==> config.mk <==
export PLATFORM = sky130hd
export DESIGN_NAME = relu_backprop_layer
export DESIGN_NICKNAME = d
export VERILOG_FILES = /design/src/rtl/relu_bp_pkg.sv /design/src/rtl/relu_grad_cell.sv /design/src/rtl/relu_backprop_layer.sv
export SDC_FILE = /design/constraint.sdc
export NUM_CORES = 1
export LEC_CHECK = 0
export ABC_AREA = 0
export CORE_AREA = 2 2 209 211
export CTS_CLUSTER_SIZE = 14
export DETAILED_ROUTE_END_ITERATION = 12
export DIE_AREA = 0 0 211 213
export SLEW_MARGIN = 25
export SYNTH_ARGS = -nofsm -noshare
export SYNTH_HDL_FRONTEND = slang
export SYNTH_SLANG_ARGS = --single-unit
==> constraint.sdc <==
create_clock -name clk -period 1.5 [get_ports clk]
set_input_delay 0.15 -clock clk [delete_from_list [all_inputs] [get_ports clk]]
set_output_delay 0.15 -clock clk [all_outputs]
set_load 0.02 [all_outputs]
==> src/rtl/relu_bp_pkg.sv <==
// relu_bp_pkg: shared types and helpers for the ReLU backward-pass layer.
//   state_t    : control states of the serial gradient pass
//   LEAK_SHIFT : right-shift applied to masked gradients in the leaky build
//                (slope 1/8)
//   z_positive : strict signed-positive test from the sign bit and a
//                nonzero flag
package relu_bp_pkg;

   typedef enum logic [1:0] {
      IDLE   = 2'd0,
      STREAM = 2'd1,
      DRAIN  = 2'd2
   } state_t;

   localparam int LEAK_SHIFT = 3;

   // z > 0 as a signed value. Zero and the most negative value both fail.
   function automatic logic z_positive(input logic sign_bit, input logic nonzero);
      return !sign_bit && nonzero;
   endfunction

endpackage

==> src/rtl/relu_grad_cell.sv <==
// relu_grad_cell: combinational ReLU-derivative for one gradient element.
//   mask_bit : 1 when the forward pre-activation was positive
//   grad     : upstream gradient dA (signed)
//   dz       : dA when mask_bit is set, otherwise 0 (or dA >>> LEAK_SHIFT
//              when RELU_BP_LEAKY_EN is defined)
// Configuration macro: RELU_BP_LEAKY_EN
import relu_bp_pkg::*;

module relu_grad_cell #(
   parameter int DATA_WIDTH = 24
) (
   input  logic                  mask_bit,
   input  logic [DATA_WIDTH-1:0] grad,
   output logic [DATA_WIDTH-1:0] dz
);

   logic [DATA_WIDTH-1:0] leak;

`ifdef RELU_BP_LEAKY_EN
   // Arithmetic shift keeps the sign, which matches a 1/8 forward slope
   // for negative pre-activations.
   assign leak = DATA_WIDTH'($signed(grad) >>> LEAK_SHIFT);
`else
   assign leak = '0;
`endif

   assign dz = mask_bit ? grad : leak;

endmodule

==> src/rtl/relu_backprop_layer.sv <==
// relu_backprop_layer: backward pass of a ReLU activation layer.
// Captures NUM_NODES pre-activations in parallel as a one-bit mask per node.
// It then streams the upstream gradient through a single-entry output
// register, producing dZ[i] = mask[i] ? dA[i] : 0.
//   clk, rst_n                : clock, async active-low reset
//   zin_valid/zin_ready, zin  : parallel capture of pre-activations
//   grad_in_valid/ready, grad_in : serial upstream gradient
//   grad_out_valid/ready, grad_out, grad_out_last : serial dZ stream
//   busy                      : high whenever a pass is in progress
// Configuration macro: RELU_BP_LEAKY_EN (leaky masked elements, in relu_grad_cell)
import relu_bp_pkg::*;

module relu_backprop_layer #(
   parameter int DATA_WIDTH = 24,
   parameter int NUM_NODES  = 20
) (
   input  logic                  clk,
   input  logic                  rst_n,
   input  logic                  zin_valid,
   input  logic [DATA_WIDTH-1:0] zin [NUM_NODES],
   output logic                  zin_ready,
   input  logic                  grad_in_valid,
   output logic                  grad_in_ready,
   input  logic [DATA_WIDTH-1:0] grad_in,
   output logic                  grad_out_valid,
   input  logic                  grad_out_ready,
   output logic [DATA_WIDTH-1:0] grad_out,
   output logic                  grad_out_last,
   output logic                  busy
);

   localparam int IDX_W = $clog2(NUM_NODES);
   localparam logic [IDX_W-1:0] IDX_MAX = IDX_W'(NUM_NODES - 1);

   state_t                state, state_nxt;
   logic [NUM_NODES-1:0]  mask, mask_cap;
   logic [IDX_W-1:0]      idx;
   logic                  idx_last;
   logic                  accept, handoff;
   logic [DATA_WIDTH-1:0] cell_dz;

   // Per-node sign test, evaluated on the live zin bus and latched on capture.
   generate
      for (genvar i = 0; i < NUM_NODES; i++) begin : g_mask
         assign mask_cap[i] = z_positive(zin[i][DATA_WIDTH-1], |zin[i]);
      end
   endgenerate

   assign zin_ready     = (state == IDLE);
   assign busy          = (state != IDLE);
   // The output register may take a new element while its current one is
   // being popped in the same cycle, which gives one element per cycle.
   assign grad_in_ready = (state == STREAM) && (!grad_out_valid || grad_out_ready);
   assign accept        = grad_in_valid && grad_in_ready;
   assign handoff       = grad_out_valid && grad_out_ready;
   assign idx_last      = (idx == IDX_MAX);

   relu_grad_cell #(
      .DATA_WIDTH (DATA_WIDTH)
   ) u_cell (
      .mask_bit (mask[idx]),
      .grad     (grad_in),
      .dz       (cell_dz)
   );

   always_ff @(posedge clk or negedge rst_n) begin
      if (!rst_n) state <= IDLE;
      else        state <= state_nxt;
   end

   always_comb begin
      state_nxt = state;
      case (state)
         IDLE:    if (zin_valid)                 state_nxt = STREAM;
         STREAM:  if (accept && idx_last)        state_nxt = DRAIN;
         DRAIN:   if (handoff && grad_out_last)  state_nxt = IDLE;
         default:                                state_nxt = IDLE;
      endcase
   end

   // Mask and element index. Capture is only honoured in IDLE, so a stray
   // zin_valid during a pass leaves the mask alone.
   always_ff @(posedge clk or negedge rst_n) begin
      if (!rst_n) begin
         mask <= '0;
         idx  <= '0;
      end else if (state == IDLE && zin_valid) begin
         mask <= mask_cap;
         idx  <= '0;
      end else if (accept) begin
         idx  <= idx_last ? '0 : idx + 1'b1;
      end
   end

   // Single-entry output register. Data and last only change on accept,
   // so they hold under backpressure and after a plain handoff.
   always_ff @(posedge clk or negedge rst_n) begin
      if (!rst_n) begin
         grad_out_valid <= 1'b0;
         grad_out       <= '0;
         grad_out_last  <= 1'b0;
      end else if (accept) begin
         grad_out_valid <= 1'b1;
         grad_out       <= cell_dz;
         grad_out_last  <= idx_last;
      end else if (handoff) begin
         grad_out_valid <= 1'b0;
      end
   end

endmodule

Word-level counts from Yosys, hierarchy flattened. Cells that the tools add are included.

Register bits after elaboration: 53. Output and inout bits: 29. Logic and storage cells: 99. Input port bits: 509.

Reduce and logical (&&, ||, !) cells: 73. Mux-type cells: 12. Eq/ne operators: 6. Add/sub/neg operators: 1. Order comparisons: 1.

Operators by type and width (count): OR reduction 24 bit (20); logical AND 1 bit (26); 2-to-1 mux 24 bit (1); logical NOT 1 bit (21); 2-to-1 mux 5 bit (3); less-than comparator 5 x 6 -> 1 bit (second input constant) (1); 2-to-1 mux 2 bit (3); case mux 2 bit (3 select lines) (1); nonzero test 2 bit (3); adder 5 x 1 -> 5 bit (second input constant) (1); binary-select mux 1 bit (select 5 bit) (1); == test 5 bit (second input constant) (1); != test 2 bit (second input constant) (2); 2-to-1 mux 1 bit (3); AND reduction 3 bit (1); == test 2 x 1 -> 1 bit (second input constant) (1); == test 2 bit (second input constant) (1); logical NOT 2 bit (1); != test 2 x 1 -> 1 bit (second input constant) (1); logical OR 1 bit (1).

Depth between registers and ports, before layout. Gate-level depths: netlist of run 1.

Depth after elaboration: 7. Depth in mapped cells: 8. Mapped depth without buffers: 5.

Hierarchy. Synthesis of run 1 repeated with hierarchy kept, for this count alone.

Cells, all modules: 387. Area, all modules: 3537.1 um^2.

Modules (own cells, without submodules): relu_backprop_layer (cells each 361, sequential area each 1326.3 um^2, instances 1, area an instance 3342.0 um^2); relu_grad_cell (cells each 26, sequential area each 0.0 um^2, instances 1, area an instance 195.2 um^2).

Worst setup path before layout of run 1. OpenSTA, ideal clock, no wires.

Kind: reg-to-reg. Start: register idx[0]. End: register grad_out[7]. Setup slack: -0.139 ns. Arrival: 1.521 ns. Required time: 1.382 ns. Stages on the path, launching flop included: 7. Path buffers: 2. Library setup time: 0.118 ns. Clock period less this slack: 1.639 ns. Cells stage by stage: dfrtp_1 mux4_1 a31oi_1 and3_1 buf_6 buf_12 a21oi_2.

Cells in the longest elaborated chain, start to end: 3.

Ends and longest elaborated chain: start, declared (RTL line relu_backprop_layer.sv:37) `logic [IDX_W-1:0] idx;`; start signal, assigned (RTL line relu_backprop_layer.sv:91) `idx <= idx_last ? '0 : idx + 1'b1;`; binary-select mux 1 bit (select 5 bit) (RTL line relu_backprop_layer.sv:61) `.mask_bit (mask[idx]),`; 2-to-1 mux 1 bit (not written as such) (RTL line relu_backprop_layer.sv:61); 2-to-1 mux 24 bit (RTL line relu_grad_cell.sv:27) `assign dz = mask_bit ? grad : leak;`; end signal, assigned (RTL line relu_backprop_layer.sv:104) `grad_out <= cell_dz;`; end, declared (RTL line relu_backprop_layer.sv:27) `output logic [DATA_WIDTH-1:0] grad_out,`.

Every way passes these cells. The select of a mux whose other input is x is not followed. A chain may end at the register's enable or synchronous reset.

Final worst setup path of run 1.
Start: register idx[0]. End: register grad_out[6].

Same word-level chain as after synthesis.

==> results of run 1 <==
kinds of logic (layout without fill, tap and decap cells):
logic type,after synthesis,in the layout
AND/OR/NAND/NOR,281,281
AO/OA/AOI/OAI,54,54
flip-flops,53,53
buffers and inverters,17,587
multiplexers,9,9
XOR/XNOR,3,3
adder cells (fa/ha/maj),1,1
other,0,3
through the flow:
| stage | instance area (um^2) | total power (W) | setup WS [ps] |
|---|---|---|---|
| after floorplan | 3458 | 0.004725 | -72.08 |
| after global placement | 9708 | 0.007608 | -297.2 |
| after detailed placement | 9708 | 0.007699 | -257.2 |
| after CTS | 9921 | 0.009183 | -173.5 |
| after global routing | 10040 | 0.009836 | -256.2 |
| final | 10040 | 0.009206 | -179.3 |
registers in the layout, summed over array words and instances, names as in the netlist:
signal,cells
grad_out,24
mask,20
idx,5
state,2
grad_out_last,1
grad_out_valid,1
area by class of cell:
cell class	count	area [um^2]
diodes	3	7.507
fillers	4607	32660
multi-input cells	348	2126
flip-flops and latches	53	1328
well taps	546	683.2
clock inverters	2	13.76
clock buffers	6	128.9
inverters	2	7.507
repair buffers	577	5743
worst max-delay path by stage:
stage | end | slack [ps] | cells past startpoint
floorplan | grad_out[7]$_DFFE_PN0P_ | -70 | 6
global placement | mask[2]$_DFFE_PN0N_ | -300 | 6
detailed placement | idx[3]$_DFFE_PN0P_ | -260 | 8
CTS | grad_out[4]$_DFFE_PN0P_ | -170 | 7
global route | grad_out[6]$_DFFE_PN0P_ | -260 | 7
finish | grad_out[6]$_DFFE_PN0P_ | -180 | 5
worst max-delay path: cells and delay by family, from the launching register on:
kind,cells,cell delay [ps]
multiplexers,1,520
flip-flops,1,410
AND/OR/NAND/NOR,1,270
AO/OA/AOI/OAI,2,210
buffers and inverters,1,160
report_power, final:
group	total (W)	switching (W)	internal (W)
sequential	0.00264	0.000559	0.00208
clock	0.00124	0.000614	0.000627
combinational	0.00532	0.00227	0.00305
cells in the mapped netlist (all sizes together):
| cell type | instances |
|---|---|
| and2 | 1 |
| a311oi | 1 |
| xnor2 | 1 |
| and3 | 2 |
| clkbuf | 5 |
| nand2 | 97 |
| nand2b | 1 |
| nor3b | 1 |
| dfrtp | 53 |
| dlygate4sd1 | 3 |
| nor4 | 100 |
| o31ai | 20 |
| ha | 1 |
| and2b | 2 |
| nor3 | 20 |
| mux4 | 1 |
| a211oi | 1 |
| nor2b | 2 |
| inv | 2 |
| mux2i | 8 |
| nand3 | 5 |
| nand3b | 1 |
| nand4 | 23 |
| a22oi | 2 |
| a21boi | 1 |
| a21oi | 26 |
| o21ai | 2 |
| buf | 7 |
| xor2 | 2 |
| a31oi | 1 |
| nor2 | 26 |
layer usage:
layer / global-route usage (%) / vias to the layer above
met4: 3.375 / 2
met5: 0 / -
met3: 2.603 / 26
met2: 19.29 / 266
li1: - / 2754
met1: 12.86 / 2606
timing repair:
| action | 4_1_cts | 5_1_grt |
|---|---|---|
| setup buffers | 0 | 2 |
| pin swaps | 0 | 8 |
| endpoints found under the setup margin | 56 | 46 |
| hold buffers | 1 | 0 |
| endpoints found under the hold margin | 13 | 0 |
| resized for setup | 18 | 32 |
| gates cloned | 1 | 0 |
==> impl_metrics.yaml, run 1 <==
clock_network:
  cts_max_level: 2
  clockRootBuffer: "clkbuf_16"
  clock_path_buffers: 2
  cts_tree: "yes"
  clkTransAtPathRegs_ps: 80
  clock-sinks: 53
  cts_buffers: 5
  clkLatencyLatePin_ps: 310
floorplanning:
  coreArea_um2: 42700
  io_pins: 538
  initial_core_util_pct: 8.097
  die_w_um: 211
  die_h_um: 213
  dieArea_um2: 44940
  num_rows: 76
logic_synthesis:
  synth_top_area_share_pct: 38.36
  syn_nets: 928
  synth_top_area_cell: "dfrtp_1"
  synth_area_leaders: "dfrtp_1 (38%), nor4_1 (18%), nand2_1 (11%)"
  synth_area_per_cell_um2: 8.270
  synthAdderAreaFrac_pct: 0.3619
  synthSimpleGateAreaFrac_pct: 41.19
  synth-seq-cells: 53
  muxShareOfSynthArea_pct: 3.076
  ys_types: 37
  syn_area_um2: 3457
  netlist_instances: 418
  synth_top_family_by_area: "simple AND/OR/NAND/NOR gates"
  ys_warn_count: 0
  synth-compound-area-share_pct: 12.31
  synthXorXnorAreaFrac_pct: 0.7600
  yosysSeqAreaShare_pct: 38.36
placed_design:
  place_hpwl_mm: 23.27
  port_buffers: 537
  place_congestion: 0.9598
  dp_cells: 1523
layout:
  final-instance-count-excl-fill: 1537
  fin_util_pct: 23.51
  syn_to_final_growth_pct: 190.3
  final_common_cell: "clkdlybuf4s50_1"
  layout_common_cells: "clkdlybuf4s50_1 (530), nor4_1 (100), nand2_1 (95)"
  drive_gt1_share_pct: 10.02
  fin_nets: 1497
grt:
  grt_max_degree: 44
  grt_pass1_wl_mm: 35.82
  grt_antenna_before_repair: 4
  track_usage_pct: 10.85
  grt_overflow: 0
  grt_pass1_vias: 6083
sta:
  fin_setup_tns_ps: -4041
  fmax_mhz: 595.5
  fin_crit_sh_pct: 112.0
  fin_hold_ws_ps: 346.8
  slew_viol_final: 0
  slew_headroom_pct: 67.76
  period_needed_ps: 1679
  skew_ps: 10.25
  finalSetupViolations: 24
  fin_ws_ps: -179.3
  worst_slew_pin_slew_ps: 483.6
  final_hold_viol_count: 0
  rsz0062_at_grt: "true"
setup_path:
  r2r_end: "grad_out[6]$_DFFE_PN0P_"
  r2r_cells: 5
  r2r-start: "idx[0]$_DFFE_PN0P_"
  arrival_ps: 1870
  cp_max_fo: 12
  ff2ff_setup_slack_ps: -180
  crit_chain: "mux4_2 -> a31oi_1 -> and3_4 -> buf_12 -> a21oi_1"
  worstSetupPathType: "register to register"
  crit_path_max_incr_delay_ps: 520
  slowest_stage: "mux4_2"
  end_kind: "register"
  cp-start-kind: "register"
  crit_start: "idx[0]$_DFFE_PN0P_"
  cp.required_ps: 1700
route:
  drt-total-wl_mm: 25.86
  highest_layer: "met5"
  wl_met2_mm: 13.51
  wl_met1_mm: 10.20
  dr.pass1.iters: 4
  wl_met3_mm: 1.616
  viasPerCell: 3.679
  ant_nets: 0
  drt_iter0_markers: 251
  drc_errors: 0
  post_drt_wl_per_cell_um: 16.82
  vias: 5654
status:
  status: "finished with violations"
  violations: "negative setup slack"
power_and_ir_drop:
  ir_drop_mv: 0.5334
  powerDensity_nw_per_um2: 917.2
  power.leakage_nw: 3.587
run:
  drv_cap: 0
hold_path:
  hp-class: "primary input to asynchronous set/reset pin"
(Power assumes the default switching activity.)
==> run 2, diff against run 1 <==
--- a/config.mk
+++ b/config.mk
@@ -6,10 +6,11 @@
 export NUM_CORES = 1
 export LEC_CHECK = 0
 export ABC_AREA = 0
-export CORE_AREA = 2 2 209 211
+export CORE_AREA = 2 2 210 212
 export CTS_CLUSTER_SIZE = 14
 export DETAILED_ROUTE_END_ITERATION = 12
-export DIE_AREA = 0 0 211 213
+export DIE_AREA = 0 0 212 214
+export DONT_BUFFER_PORTS = 1
 export SLEW_MARGIN = 25
 export SYNTH_ARGS = -nofsm -noshare
 export SYNTH_HDL_FRONTEND = slang
==> run 2 against run 1 <==
The flow still finishes with violations (negative setup slack). Critical path type unchanged. Final area shrank 50%. Clock skew shrank 2.2 ps. Global-route usage shrank 2.4 points. Combinational power is 43% lower. Routed wire length is 18% lower. Setup slack worse by 110 ps. Sequential cell count is the same. Utilization down 12 points. Non-clock buffer count shrank 500. Final cell count fell by 30%. Hold slack got worse by 330 ps.
==> impl_metrics.yaml, run 2 (synthesis results as in run 1) <==
sta:
  final_hold_viol_count: 0
  fin_ws_ps: -284.6
  slew_viol_final: 0
  fin_hold_ws_ps: 16.10
  fin_crit_sh_pct: 119.0
  rsz0062_at_grt: "true"
  period_needed_ps: 1785
  worst_slew_pin_slew_ps: 579.8
  finalSetupViolations: 26
  slew_headroom_pct: 60.99
  skew_ps: 8.064
  fmax_mhz: 560.3
placed_design:
  dp_cells: 1015
  place_ws_ps: -295.7
  place_congestion: 1.086
  place_hpwl_mm: 18.01
  port_buffers: 0
clock_network:
  clock-sinks: 53
  clkLatencyLatePin_ps: 310
  cts_max_level: 2
  cts_tree: "yes"
  cts_buffers: 5
  clockRootBuffer: "clkbuf_16"
  clkTransAtPathRegs_ps: 80
  clock_path_buffers: 2
floorplanning:
  die_w_um: 212
  io_pins: 538
  dieArea_um2: 45370
  coreArea_um2: 42890
  die_h_um: 214
  initial_core_util_pct: 8.061
  num_rows: 76
grt:
  grt_overflow: 0
  grt_pass1_vias: 4007
  grt_antenna_before_repair: 5
  track_usage_pct: 8.425
  grt_pass1_wl_mm: 26.71
  grt_max_degree: 54
power_and_ir_drop:
  p_int_w: 0.004184
  clkPwrFrac_pct: 17.3
  p_sw_w: 0.003151
  seqPwrFrac_pct: 41.4
  power.leakage_nw: 1.579
  p_sw_share_pct: 42.95
  ir_drop_mv: 0.5361
  combPwrFrac_pct: 41.2
  powerDensity_nw_per_um2: 1453
layout:
  final_common_cell: "nor4_1"
  drive_gt1_share_pct: 14.96
  regMostFlops: "grad_out"
  n_fill_cell: 4894
  reg.largest.list: "grad_out x24, mask x20, idx x5"
  syn_to_final_growth_pct: 46.00
  largest_reg_flops: 24
  final-instance-count-excl-fill: 1074
  layout_common_cells: "nor4_1 (100), nand2_1 (96), dfrtp_1 (53)"
  fin_util_pct: 11.77
  fin_nets: 997
run:
  drv_cap: 0
setup_path:
  r2r-start: "idx[0]$_DFFE_PN0P_"
  arrival_ps: 1980
  cp-start-kind: "register"
  ff2ff_setup_slack_ps: -280
  r2r_cells: 6
  crit_end: "grad_out[3]$_DFFE_PN0P_"
  crit_start: "idx[0]$_DFFE_PN0P_"
  cp_max_fo: 12
  worstSetupPathType: "register to register"
  cp.required_ps: 1700
  end_kind: "register"
  r2r_end: "grad_out[3]$_DFFE_PN0P_"
route:
  vias: 4040
  dr.pass1.iters: 4
  ant_nets: 0
  drt-total-wl_mm: 21.13
  viasPerCell: 3.762
  post_drt_wl_per_cell_um: 19.67
  drt_iter0_markers: 274
  drc_errors: 0
hold_path:
  hp-class: "primary input to register"
status:
  status: "finished with violations"
  violations: "negative setup slack"
-- run 2: cell types whose count changed in the layout (fill, tap and decap cells not counted), moves of 2 or more --
cell | previous run | this run
clkinvlp_4 | 0 | 2
mux2i_1 | 6 | 8
dlymetal6s2s_1 | 2 | 0
o31ai_1 | 6 | 19
clkdlybuf4s50_1 | 530 | 0
o31ai_2 | 14 | 1
dlygate4sd3_1 | 1 | 45
buf_4 | 31 | 23
diode_2 | 3 | 1
mux2i_2 | 2 | 0
clkbuf_2 | 2 | 0
buf_2 | 2 | 0
-- run 2: what timing repair did --
action	in CTS	in global routing
hold endpoints to repair	97	0
gates resized for setup	11	11
cloned	1	0
setup endpoints to repair	28	28
hold buffers	46	0
setup buffers	0	3
pin swaps	1	8
-- run 2: per-layer routing --
metal | share of wire [%] | global-route usage [%] | vias to the layer above
met5 | 0.26 | 0.9698 | -
met4 | 2.2 | 2.371 | 8
met3 | 12 | 4.164 | 34
met2 | 48 | 13.72 | 311
met1 | 38 | 9.621 | 1927
li1 | - | - | 1760
-- run 2: power by group through the flow --
stage | clock (W) | combinational, W | sequential (W)
floorplan | 0 | 0.00190 | 0.00282
global placement | 0 | 0.00249 | 0.00308
detailed placement | 0 | 0.00255 | 0.00309
CTS | 0.00138 | 0.00290 | 0.00307
global route | 0.00141 | 0.00331 | 0.00315
finish | 0.00127 | 0.00302 | 0.00304
-- run 2: stage by stage --
stage / instance area (um^2) / total power, W / setup TNS, ps
floorplan: 3458 / 0.004725 / -1924
global placement: 4299 / 0.005566 / -5344
detailed placement: 4299 / 0.005648 / -6756
CTS: 4989 / 0.007348 / -6650
global route: 5047 / 0.007871 / -8516
finish: 5047 / 0.007335 / -6501
-- run 2: worst min-delay path by stage --
stage / from / to / slack [ps] / depth (start not counted)
2_1_floorplan: rst_n / grad_out[0]$_DFFE_PN0P_ / -150 / 0
3_3_place_gp: rst_n / grad_out[7]$_DFFE_PN0P_ / -140 / 0
3_5_place_dp: rst_n / grad_out[10]$_DFFE_PN0P_ / -140 / 0
4_1_cts: grad_in[11] / grad_out[11]$_DFFE_PN0P_ / 3 / 2
5_1_grt: grad_in[11] / grad_out[11]$_DFFE_PN0P_ / 10 / 2
6_report: grad_in[11] / grad_out[11]$_DFFE_PN0P_ / 20 / 2
-- run 2: critical path, stage by stage, from the launching register on --
cell	delay, ps
dfrtp_1	420
buf_6	120
mux4_2	490
a31oi_1	150
and3_4	270
buf_12	160
a21oi_1	50
-- run 2: final cells by class --
type	instances	area, um^2	share of cell area [%]
repair buffers	77	783.3	15.52
clock buffers	5	125.1	2.479
well taps	585	732.0	14.50
clock inverters	3	26.28	0.5206
inverters	2	7.507	0.1487
flip-flops and latches	53	1326	26.28
multi-input cells	348	2044	40.51
diodes	1	2.502	0.04958
